[config.mk]
export PLATFORM = sky130hd
export DESIGN_NAME = seq_mul_datapath_flat
export DESIGN_NICKNAME = d
export VERILOG_FILES = /design/src/rtl/seq_mul_datapath_if.sv /design/src/rtl/seq_mul_datapath.sv /design/src/flat_wrapper.sv
export SDC_FILE = /design/constraint.sdc
export NUM_CORES = 1
export LEC_CHECK = 0
export CAP_MARGIN = 30
export CELL_PAD_IN_SITES_DETAIL_PLACEMENT = 1
export CELL_PAD_IN_SITES_GLOBAL_PLACEMENT = 1
export CORE_ASPECT_RATIO = 0.75
export CORE_UTILIZATION = 45
export DETAILED_ROUTE_END_ITERATION = 7
export PLACE_DENSITY_LB_ADDON = 0.1
export SYNTH_ARGS = -nofsm -noshare
export SYNTH_HDL_FRONTEND = slang
export SYNTH_SLANG_ARGS = --single-unit
[constraint.sdc]
create_clock -name clk -period 4.7 [get_ports clk]
set_input_delay 1.175 -clock clk [delete_from_list [all_inputs] [get_ports clk]]
set_output_delay 1.175 -clock clk [all_outputs]
set_load 0.05 [all_outputs]
[src/rtl/seq_mul_datapath_if.sv]
`default_nettype none
// ============================================================================
// Module   : seq_mul_datapath_if
// Brief    : Result valid/ready channel carrying the finished product.
// Revision : 1.0 - initial release
// ============================================================================
interface seq_mul_datapath_if #(
    parameter int WIDTH = 8
);
    logic [2*WIDTH-1:0] res_data;
    logic               res_valid;
    logic               res_ready;

    modport master (
        output res_data,
        output res_valid,
        input  res_ready
    );

    modport slave (
        input  res_data,
        input  res_valid,
        output res_ready
    );
endinterface
`default_nettype wire

[src/rtl/seq_mul_datapath.sv]
`default_nettype none
// ============================================================================
// Module   : seq_mul_datapath
// Brief    : Shift-free sequential multiplier datapath (repeated add of A into
//            F while B counts down) with a one-entry result hold register.
// Revision : 1.0 - initial release
// ============================================================================
module seq_mul_datapath #(
    parameter int WIDTH = 8
) (
    input  wire logic             clk,
    input  wire logic             rst_n,
    input  wire logic [WIDTH-1:0] a_in,
    input  wire logic [WIDTH-1:0] b_in,
    input  wire logic             load_a,
    input  wire logic             load_b,
    input  wire logic             dec_b,
    input  wire logic             load_f,
    output logic                  zero,
    seq_mul_datapath_if.master    res,
    output logic                  res_drop,
    output logic                  busy
);

    localparam logic [WIDTH-1:0] c_b_one  = {{(WIDTH-1){1'b0}}, 1'b1};
    localparam logic [WIDTH-1:0] c_a_zext = '0;

    logic [WIDTH-1:0]   r_a;
    logic [WIDTH-1:0]   r_b;
    logic [2*WIDTH-1:0] r_f;
    logic [2*WIDTH-1:0] r_res_data;
    logic               r_res_valid;
    logic               r_res_drop;
    logic               r_busy;

    logic w_iterate;
    logic w_b_zero;
    logic w_step;
    logic w_capture;
    logic w_xfer;

    // Loads take precedence: iterate strobes are ignored whenever A or B loads.
    assign w_iterate = dec_b & load_f & ~load_a & ~load_b;
    assign w_b_zero  = (r_b == '0);
    assign w_step    = w_iterate & ~w_b_zero;
    assign w_capture = w_iterate &  w_b_zero;
    assign w_xfer    = r_res_valid & res.res_ready;

    always_ff @(posedge clk or negedge rst_n) begin
        if (!rst_n) begin
            r_a         <= '0;
            r_b         <= '0;
            r_f         <= '0;
            r_res_data  <= '0;
            r_res_valid <= 1'b0;
            r_res_drop  <= 1'b0;
            r_busy      <= 1'b0;
        end else begin
            if (load_a) begin
                r_a    <= a_in;
                r_f    <= '0;
                r_busy <= 1'b1;
            end else if (w_step) begin
                r_f <= r_f + {c_a_zext, r_a};
            end

            if (load_b) begin
                r_b <= b_in;
            end else if (w_step) begin
                r_b <= r_b - c_b_one;
            end

            // A capture into an occupied, stalled slot loses the new product.
            if (w_capture) begin
                r_busy <= 1'b0;
                if (!r_res_valid || res.res_ready) begin
                    r_res_data  <= r_f;
                    r_res_valid <= 1'b1;
                end else begin
                    r_res_drop <= 1'b1;
                end
            end else if (w_xfer) begin
                r_res_valid <= 1'b0;
            end
        end
    end

    assign zero          = w_b_zero;
    assign res.res_data  = r_res_data;
    assign res.res_valid = r_res_valid;
    assign res_drop      = r_res_drop;
    assign busy          = r_busy;

endmodule
`default_nettype wire
[src/flat_wrapper.sv]
// flat-port wrapper written by rule: the top's interface ports become plain ports
module seq_mul_datapath_flat 
#(
    parameter int WIDTH = 8
)
  (clk, rst_n, a_in, b_in, load_a, load_b, dec_b, load_f, zero, res_drop, busy, res_res_data, res_res_valid, res_res_ready);
  seq_mul_datapath_if #(.WIDTH(WIDTH)) res_i ();
  input  wire logic clk;
  input  wire logic rst_n;
  input  wire logic [WIDTH-1:0] a_in;
  input  wire logic [WIDTH-1:0] b_in;
  input  wire logic load_a;
  input  wire logic load_b;
  input  wire logic dec_b;
  input  wire logic load_f;
  output logic zero;
  output logic res_drop;
  output logic busy;
  output wire logic [$bits(res_i.res_data)-1:0] res_res_data;
  output wire logic [$bits(res_i.res_valid)-1:0] res_res_valid;
  input wire logic [$bits(res_i.res_ready)-1:0] res_res_ready;
  assign res_res_data = res_i.res_data;
  assign res_res_valid = res_i.res_valid;
  assign res_i.res_ready = res_res_ready;
  seq_mul_datapath #(.WIDTH(WIDTH)) u_core (.clk(clk), .rst_n(rst_n), .a_in(a_in), .b_in(b_in), .load_a(load_a), .load_b(load_b), .dec_b(dec_b), .load_f(load_f), .zero(zero), .res(res_i), .res_drop(res_drop), .busy(busy));
endmodule
== Word level (Yosys, flattened, before mapping) ==
Cells that the tools add are included.

* RAM bits: 0
* Memories kept: 0
* Memory bits (read-only): 0
* Latch bits: 0
* Flip-flop bits (word level): 51
* Output and inout port bits: 20
* Input bits: 23
* Word-level logic and storage cells: 39

* Multiplexer cells: 9
* Equal/unequal tests: 1
* Divide/modulo/power cells: 0
* Add/subtract/negate cells: 2
* Reduce and logical (&&, ||, !) cells: 10
* Magnitude comparators: 0
* Multiply operators: 0
* Bitwise logic cells: 10
* Shift operators: 0

{| class="wikitable"
|+ Operators by type and width
! cell !! number
|-
| $mux 16 || 2
|-
| $add 16x8->16 || 1
|-
| $mux 8 || 2
|-
| $logic_not 8->1 || 1
|-
| $reduce_bool 2->1 || 4
|-
| $sub 8x1->8 const B || 1
|-
| $and 1x1->1 || 6
|-
| $reduce_and 2->1 || 3
|-
| $mux 1 || 5
|-
| $not 1->1 || 4
|-
| $ne 2x2->1 const B || 1
|-
| $logic_not 1->1 || 1
|-
| $logic_or 1x1->1 || 1
|}

== Logic depth before layout (Yosys ltp) ==
Gate-level depths: netlist of run 1.

* Depth in word-level cells: 6
* Depth in mapped cells: 8
* Gate-level depth less buffers: 8

== Worst setup path before layout of run 1 ==
OpenSTA, ideal clock, no wires.

* Kind: register to output
* From: register u_core.r_b[2]
* To: output zero
* Arrival: 2.077 ns
* Setup slack: 1.448 ns
* Cell stages (with the launch flop): 3
* Data required time: 3.525 ns
* Path buffers: 0
* Cell sequence: dfrtp_1 -> or4_4 -> nor3_1

* Longest elaborated chain between the ends: 1

{| class="wikitable"
|+ Ends and longest elaborated chain
! element !! line !! RTL
|-
| start, declared || seq_mul_datapath.sv:29 || <nowiki>logic [WIDTH-1:0] r_b;</nowiki>
|-
| start signal, assigned || seq_mul_datapath.sv:68 || <nowiki>r_b <= b_in;</nowiki>
|-
| start signal, assigned || seq_mul_datapath.sv:70 || <nowiki>r_b <= r_b - c_b_one;</nowiki>
|-
| $logic_not 8->1 || seq_mul_datapath.sv:44 || <nowiki>assign w_b_zero = (r_b == '0);</nowiki>
|-
| end, declared || flat_wrapper.sv:16 || <nowiki>output logic zero;</nowiki>
|}

Every way passes these cells.

== Worst setup path in the final report of run 1 ==
* From: register u_core.r_b[0]
* To: output zero

The elaborated chain is that of the path after synthesis.

==> results of run 1 <==
[area by class of cell]
cell class	instances	area, um^2	area share (%)
inverter	8	30.0	0.945
timing repair buffer	44	430	13.5
clock buffer	5	68.8	2.17
sequential	51	1280	40.2
clock inverter	3	20.0	0.630
tap	75	93.8	2.95
multi-input combinational	167	1260	39.6
[flip-flops by register name, indices dropped and copies added (netlist names)]
signal	flops
u_core.r_f	16
u_core.res.res_data	16
u_core.r_b	8
u_core.res.res_valid	1
u_core.busy	1
u_core.r_a	8
u_core.res_drop	1
[critical path: stages, from the launching register on]
cell and delay [ns]:
dfrtp_1 0.44, inv_1 0.10, ha_1 0.19, or2b_1 0.35, nor3_1 0.22, clkdlybuf4s50_1 0.83
[cells in the final DEF (no fill, tap or decap), types with 2 or more instances in the layout]
cell type / count
clkdlybuf4s50_1: 41
nand2b_1: 3
mux2i_1: 2
clkinvlp_4: 2
nor4_1: 2
a221o_1: 2
nand3_1: 13
clkbuf_8: 5
xnor2_1: 3
buf_4: 2
dfrtp_1: 51
or4_1: 3
ha_1: 10
a21o_1: 5
nand2_1: 22
or3_1: 3
nor2_1: 10
inv_1: 8
a211o_1: 2
and3_1: 3
o21bai_1: 2
mux2_2: 15
xor2_1: 3
mux2_4: 6
o311ai_0: 2
a211oi_1: 4
a21oi_1: 9
o31ai_1: 2
o211ai_1: 3
nor3_1: 3
o21ai_0: 15
[routing by layer]
metal  vias to the layer above  track usage (%)  wire length, um
li1                        949                -                -
met1                       979             29.0             2960
met2                        34             33.6             2460
met3                         5             3.11              172
met4                         0             6.05               43
met5                         -                0                0
[through the flow]
stage / util, % / cells / area, um^2
6_report: 58.1 / 353 / 3180
3_3_place_gp: 56.5 / 345 / 3090
3_5_place_dp: 56.5 / 345 / 3090
5_1_grt: 58.1 / 353 / 3180
2_1_floorplan: - / 235 / 2630
4_1_cts: 58.1 / 353 / 3180
[logic make-up (layout without fill, tap and decap cells)]
| logic type | Yosys count | in the layout | synth area share [%] |
|---|---|---|---|
| AOI/OAI and AO/OA | 55 | 55 | 14.6 |
| xor gates and xnor gates | 6 | 6 | 2.00 |
| adders and majority gates | 11 | 11 | 5.52 |
| buffers and inverters | 17 | 60 | 3.57 |
| DFF | 51 | 51 | 48.6 |
| muxes | 23 | 23 | 10.6 |
| and+or+nand+nor | 72 | 72 | 15.1 |
[worst paths after layout]
path / start / to / slack [ns] / cells after the start
worst max-delay path: u_core.r_b[0] / zero / 1.10 / 5
worst min-delay path: u_core.res_drop / u_core.res_drop / 0.49 / 1
worst max register to register: u_core.r_b[0] / u_core.r_b[6] / 2.16 / 7
worst min register to register: u_core.res_drop / u_core.res_drop / 0.49 / 1
max in group asynchronous: rst_n / u_core.r_b[4] / 3.29 / 2
min in group asynchronous: rst_n / u_core.res.res_data[8] / 0.97 / 2
[where the power goes]
part / switching [mW] / total [mW] / internal, mW
combinational: 0.0696 / 0.127 / 0.0573
clock: 0.148 / 0.252 / 0.104
sequential: 0.0170 / 0.473 / 0.456
==> impl_results.md, run 1 <==
- Outcome: complete, no violations
- Commonest cells in the netlist: dfrtp_1 (51), nand2_1 (22), mux2_2 (15), o21ai_0 (15), nand3_1 (13)
- Number of synthesized flops with an enable pin: 0
- Worst skew pair latency: approximately 0.3 ns
- PnR worst setup slack: 1.10 ns
- Pwr dens: 268 mW/mm^2
- Post-synth cell types: 52
- Count of max-cap constraint violations: 0
- Fillers: 599
- Seq cells post-synth: 51
- Clock Skews: 0.00461 ns
- # rows: 23
- Reg clk slew, reported paths: about 0.090 ns
- Initial drt markers: 72
- Max H-tree Level: 2
- Fin crit share: roughly 77%
- Post-synth top area share: just under 50%
- Peak supply drop: 0.193 mV
- Post-CTS Setup Repair Bufs: 0
- Hold/Removal Path Class: flip-flop to flip-flop
- DRC Markers: 0
- Fmax: ~0.28 GHz
- Synth warnings: 0
- Total Die Area: just over 0.006 mm^2
- Grt ovf: 0
- Setup CP Type: flip-flop to primary output
- Yosys top cell by area: dfrtp_1
- Via count: 1967
- DP Worst Slack: around 1.2 ns
- Crit-path max FO: 5
- Final nets: about 310
- Hold Slack: approximately 0.5 ns
- Port Buf Inserts: between 40 and 50
- Type of origin of the critical path: flip-flop
- Worst rel slew slack: 34.0%
- Final min period: roughly 3.6 ns
- Leak Pwr: around 1.4 nW
- P&R area growth vs syn: 20.9%
- Final ANT Viol Nets: 0
- First-pass GRT wire length: about 9.9 mm
- CTS resizes: 0
- Cell count after synthesis: between 200 and 250
- Arrival time worst endpoint: about 2.4 ns
- Die height: ~68 um
- Avg Inst Size Synth: between 10 and 15 um^2
- Drt first pass iters: 4
- CTS sink cnt: ~50
- Largest net degree at the start of global routing: between 50 and 60
- Fraction of layout cells with a size suffix above 1: approximately 14%
- Max clock buf depth: 2
- Core Region: 0.00547 mm^2
- CP required: around 3.5 ns
- Post-synth top flop: dfrtp_1
- Slew Limit Fails: 0
- Initial antenna violation count: 0
- RePlAce Congestion: approximately 0.77
- Final Hold Fails: 0
- Clock root buffer: clkbuf_8
- Setup tns final: 0 ns
- Least-Margin Pin Slew: a little under 1 ns
- Vias in the first global route: approximately 2000
- DRT Wirelength: approximately 5.6 mm
- Unrepaired setup endpoints after global routing: no
- Post-synthesis sequential area ratio: between 40% and 50%
- Mapped Nets: roughly 270
- Antenna Cells: 0
- Overall Global Routing Usage: between 20% and 30%
- Mapped Area: around 0.0026 mm^2
- Hold Buf Count CTS: 0
- Post-DP HPWL: 4.06 mm
- Total Power: 0.852 mW
- TritonCTS Buffers: 5
- Number of vias per cell: 5.57
- Synth async-reset ratio: 100%
- WL/cell: about 16 um
- Die X-Extent: around 90 um
- I/O pin count: 43
- Starting density of the core: about half
- Top-count cell post-synth: dfrtp_1
- Setup violations, final: 0
- Top post-synthesis cells by area: dfrtp_1 (49%), mux2_2 (6.4%), ha_1 (4.8%)
- Worst Setup End Kind: primary output
- CTS tree: done
Note: power is estimated with default switching activity, not from simulation.
==> run 2, diff against run 1 <==
--- a/config.mk
+++ b/config.mk
@@ -9,7 +9,7 @@
 export CELL_PAD_IN_SITES_DETAIL_PLACEMENT = 1
 export CELL_PAD_IN_SITES_GLOBAL_PLACEMENT = 1
 export CORE_ASPECT_RATIO = 0.75
-export CORE_UTILIZATION = 45
+export CORE_UTILIZATION = 38
 export DETAILED_ROUTE_END_ITERATION = 7
 export PLACE_DENSITY_LB_ADDON = 0.1
 export SYNTH_ARGS = -nofsm -noshare
==> constraint.sdc (replaced) <==
create_clock -name clk -period 3.2 [get_ports clk]
set_input_delay 0.8 -clock clk [delete_from_list [all_inputs] [get_ports clk]]
set_output_delay 0.8 -clock clk [all_outputs]
set_load 0.05 [all_outputs]
==> run 2 against run 1 <==
Net effect: the flow now finishes with violations (DRC); worst hold slack lost 0.018 ns; clock power is 62% higher; combinational power rose by 51%; count of clock-buffer cells in the layout increased by 1; cell count rose by 2.5%; sequential power grew 47%; routed wire length increased by 5.0%; register-to-register slack worse by 1.4 ns; critical path depth unchanged; utilization is 8.2 points lower.
==> impl_results.md, run 2 (synthesized netlist as in run 1, its figures left out) <==
- Worst rel slew slack: 33.6% (-0.46 points)
- DRC Markers: 1 (+1)
- Port Buf Inserts: 42 (unchanged)
- Met2 usage: 30.7% (-2.9 points)
- Crit-path max FO: 5 (unchanged)
- Layout Cells excl Fill: 362 (+2.5%)
- Type of origin of the critical path: flip-flop
- Die X-Extent: 98.0 um (+8.6%)
- Critical Path, Cell by Cell: inv_1, ha_1, or2b_1, nor3_1, dlygate4sd2_1
- Final ANT Viol Nets: 0 (unchanged)
- Clock Skews: 0.0118 ns (+0.00714 ns)
- Placed cell count: 354 (+2.6%)
- Gr busiest metal: met2
- Count of max-cap constraint violations: 0 (unchanged)
- DRT Wirelength: 5.92 mm (+5.0%)
- Slew Limit Fails: 0 (unchanged)
- Fraction of layout cells with a size suffix above 1: 15.3% (+0.91 points)
- CTS sink cnt: 51 (unchanged)
- Die height: 74.0 um (+8.6%)
- Most common cell after layout, fill and taps aside: dfrtp_1
- Via count: 1985 (+0.92%)
- CP required: 2.40 ns (-1.12 ns)
- M1 GR Usage: 25.4% (-3.6 points)
- Initial antenna violation count: 0 (unchanged)
- Hold/Removal Path Class: primary input to async pin
- Max clock buf depth: 2 (unchanged)
- Core Region: 0.00647 mm^2 (+18%)
- WL/cell: 16.4 um (+2.4%)
- Failing checks: DRC
- Setup tns final: 0 ns (unchanged)
- Fmax: between 0.3 and 0.4 GHz
- Outcome: complete, but fails checks
- Reg clk slew, reported paths: 0.10 ns (about the same)
- Vias in the first global route: 2102 (+2.7%)
- Post-route cell area: 0.00323 mm^2 (+1.6%)
- Setup CP Type: flip-flop to primary output
- I/O pin count: 43 (unchanged)
- Largest net degree at the start of global routing: 52 (unchanged)
- Final min period: approximately 2.9 ns
- Grt ovf: 0 (unchanged)
- Unrepaired setup endpoints after global routing: no
- Fillers: 708 (+18%)
- Drt first pass iters: 6 (+2)
- Peak supply drop: 0.199 mV (+3.4%)
- TritonCTS Buffers: 5 (unchanged)
- Antenna Cells: 0 (unchanged)
- Total Power: 1.29 mW (+52%)
- Clock root buffer: clkbuf_8
- Hold Buf Count CTS: 0 (unchanged)
- # rows: 25 (+8.7%)
- CTS tree: done
- Starting density of the core: 40.6% (-7.5 points)
- Setup violations, final: 0 (unchanged)
- Pwr dens: 401 mW/mm^2 (+50%)
- Max H-tree Level: 2 (unchanged)
- Placed cell area: 0.00313 mm^2 (+1.4%)
- Hold Slack: 0.469 ns (-0.0180 ns)
- Number of vias per cell: 5.48 (-1.6%)
- Worst skew pair latency: 0.31 ns (about the same)
- Overall Global Routing Usage: 18.3% (-2.3 points)
- Total Die Area: 0.00725 mm^2 (+18%)
- Leak Pwr: 1.44 nW (+2.2%)
- P&R area growth vs syn: 22.9%
- Arrival time worst endpoint: 2.09 ns (-0.33 ns)
- Most frequent cells in the layout: dfrtp_1 (51), clkdlybuf4s50_1 (40), nand2_1 (22), mux2_2 (15), o21ai_0 (15)
- Initial drt markers: 50 (-31%)
- Slowest cell on crit path: dlygate4sd2_1
- Final nets: 314 (+0.96%)
- RePlAce Congestion: 0.817 (+6.5%)
- Post-DP HPWL: 4.15 mm (+2.1%)
- Worst Setup End Kind: primary output
- Final Hold Fails: 0 (unchanged)
- Least-Margin Pin Slew: 0.997 ns (+0.00694 ns)
- Largest stage delay on the critical path: 0.55 ns (-0.28 ns)
- First-pass GRT wire length: 10.5 mm (+5.1%)
- Fin crit share: about 90%
- Met3 usage: 3.48% (+0.37 points)
[run 2: cell type report]
| class | instances | area [um^2] | share of cell area [%] |
|---|---|---|---|
| flip-flops and latches | 51 | 1280 | 39.5 |
| multi-input cells | 167 | 1260 | 39.0 |
| repair buffers | 47 | 464 | 14.4 |
| well taps | 81 | 101 | 3.14 |
| clock buffers | 6 | 82.6 | 2.56 |
| inverters | 8 | 30.0 | 0.930 |
| clock inverters | 2 | 16.3 | 0.504 |
[run 2: final timing paths]
kind	start	endpoint	slack, ns	cells past startpoint
worst min-delay path	rst_n	u_core.res.res_data[8]	0.47	2
worst max-delay path	u_core.r_b[0]	zero	0.31	5
worst min register to register	u_core.res_drop	u_core.res_drop	0.50	1
worst max register to register	u_core.r_b[0]	u_core.r_b[6]	0.75	7
max in group asynchronous	rst_n	u_core.r_f[0]	2.49	2
min in group clk	u_core.res_drop	u_core.res_drop	0.50	1
[run 2: routing by layer]
metal,up-vias,wire length (um)
li1,953,-
met1,1001,3040
met2,26,2700
met3,5,164
met4,0,28
met5,-,0
[run 2: power by group]
group | internal, mW | switching [mW]
registers | 0.670 | 0.0260
clock network | 0.177 | 0.230
logic | 0.0880 | 0.104
[run 2: per-stage QoR]
stage | utilization [%] | setup WS (ns)
floorplan | - | 0.323
global placement | 48.3 | 0.348
detailed placement | 48.3 | 0.319
CTS | 49.9 | 0.272
global route | 49.9 | 0.184
finish | 49.9 | 0.306
[run 2: worst max-delay path: cells and delay by family, from the launching register on]
kind / cells / cell delay [ns]
adder cells (fa/ha/maj): 1 / 0.17
AND/OR/NAND/NOR: 2 / 0.55
buffers and inverters: 2 / 0.65
flip-flops: 1 / 0.43
[run 2: timing repair]
item / CTS / global route
buffers inserted: 0 / 0
resized for setup: 1 / 0
endpoints found under the setup margin: 1 / 0
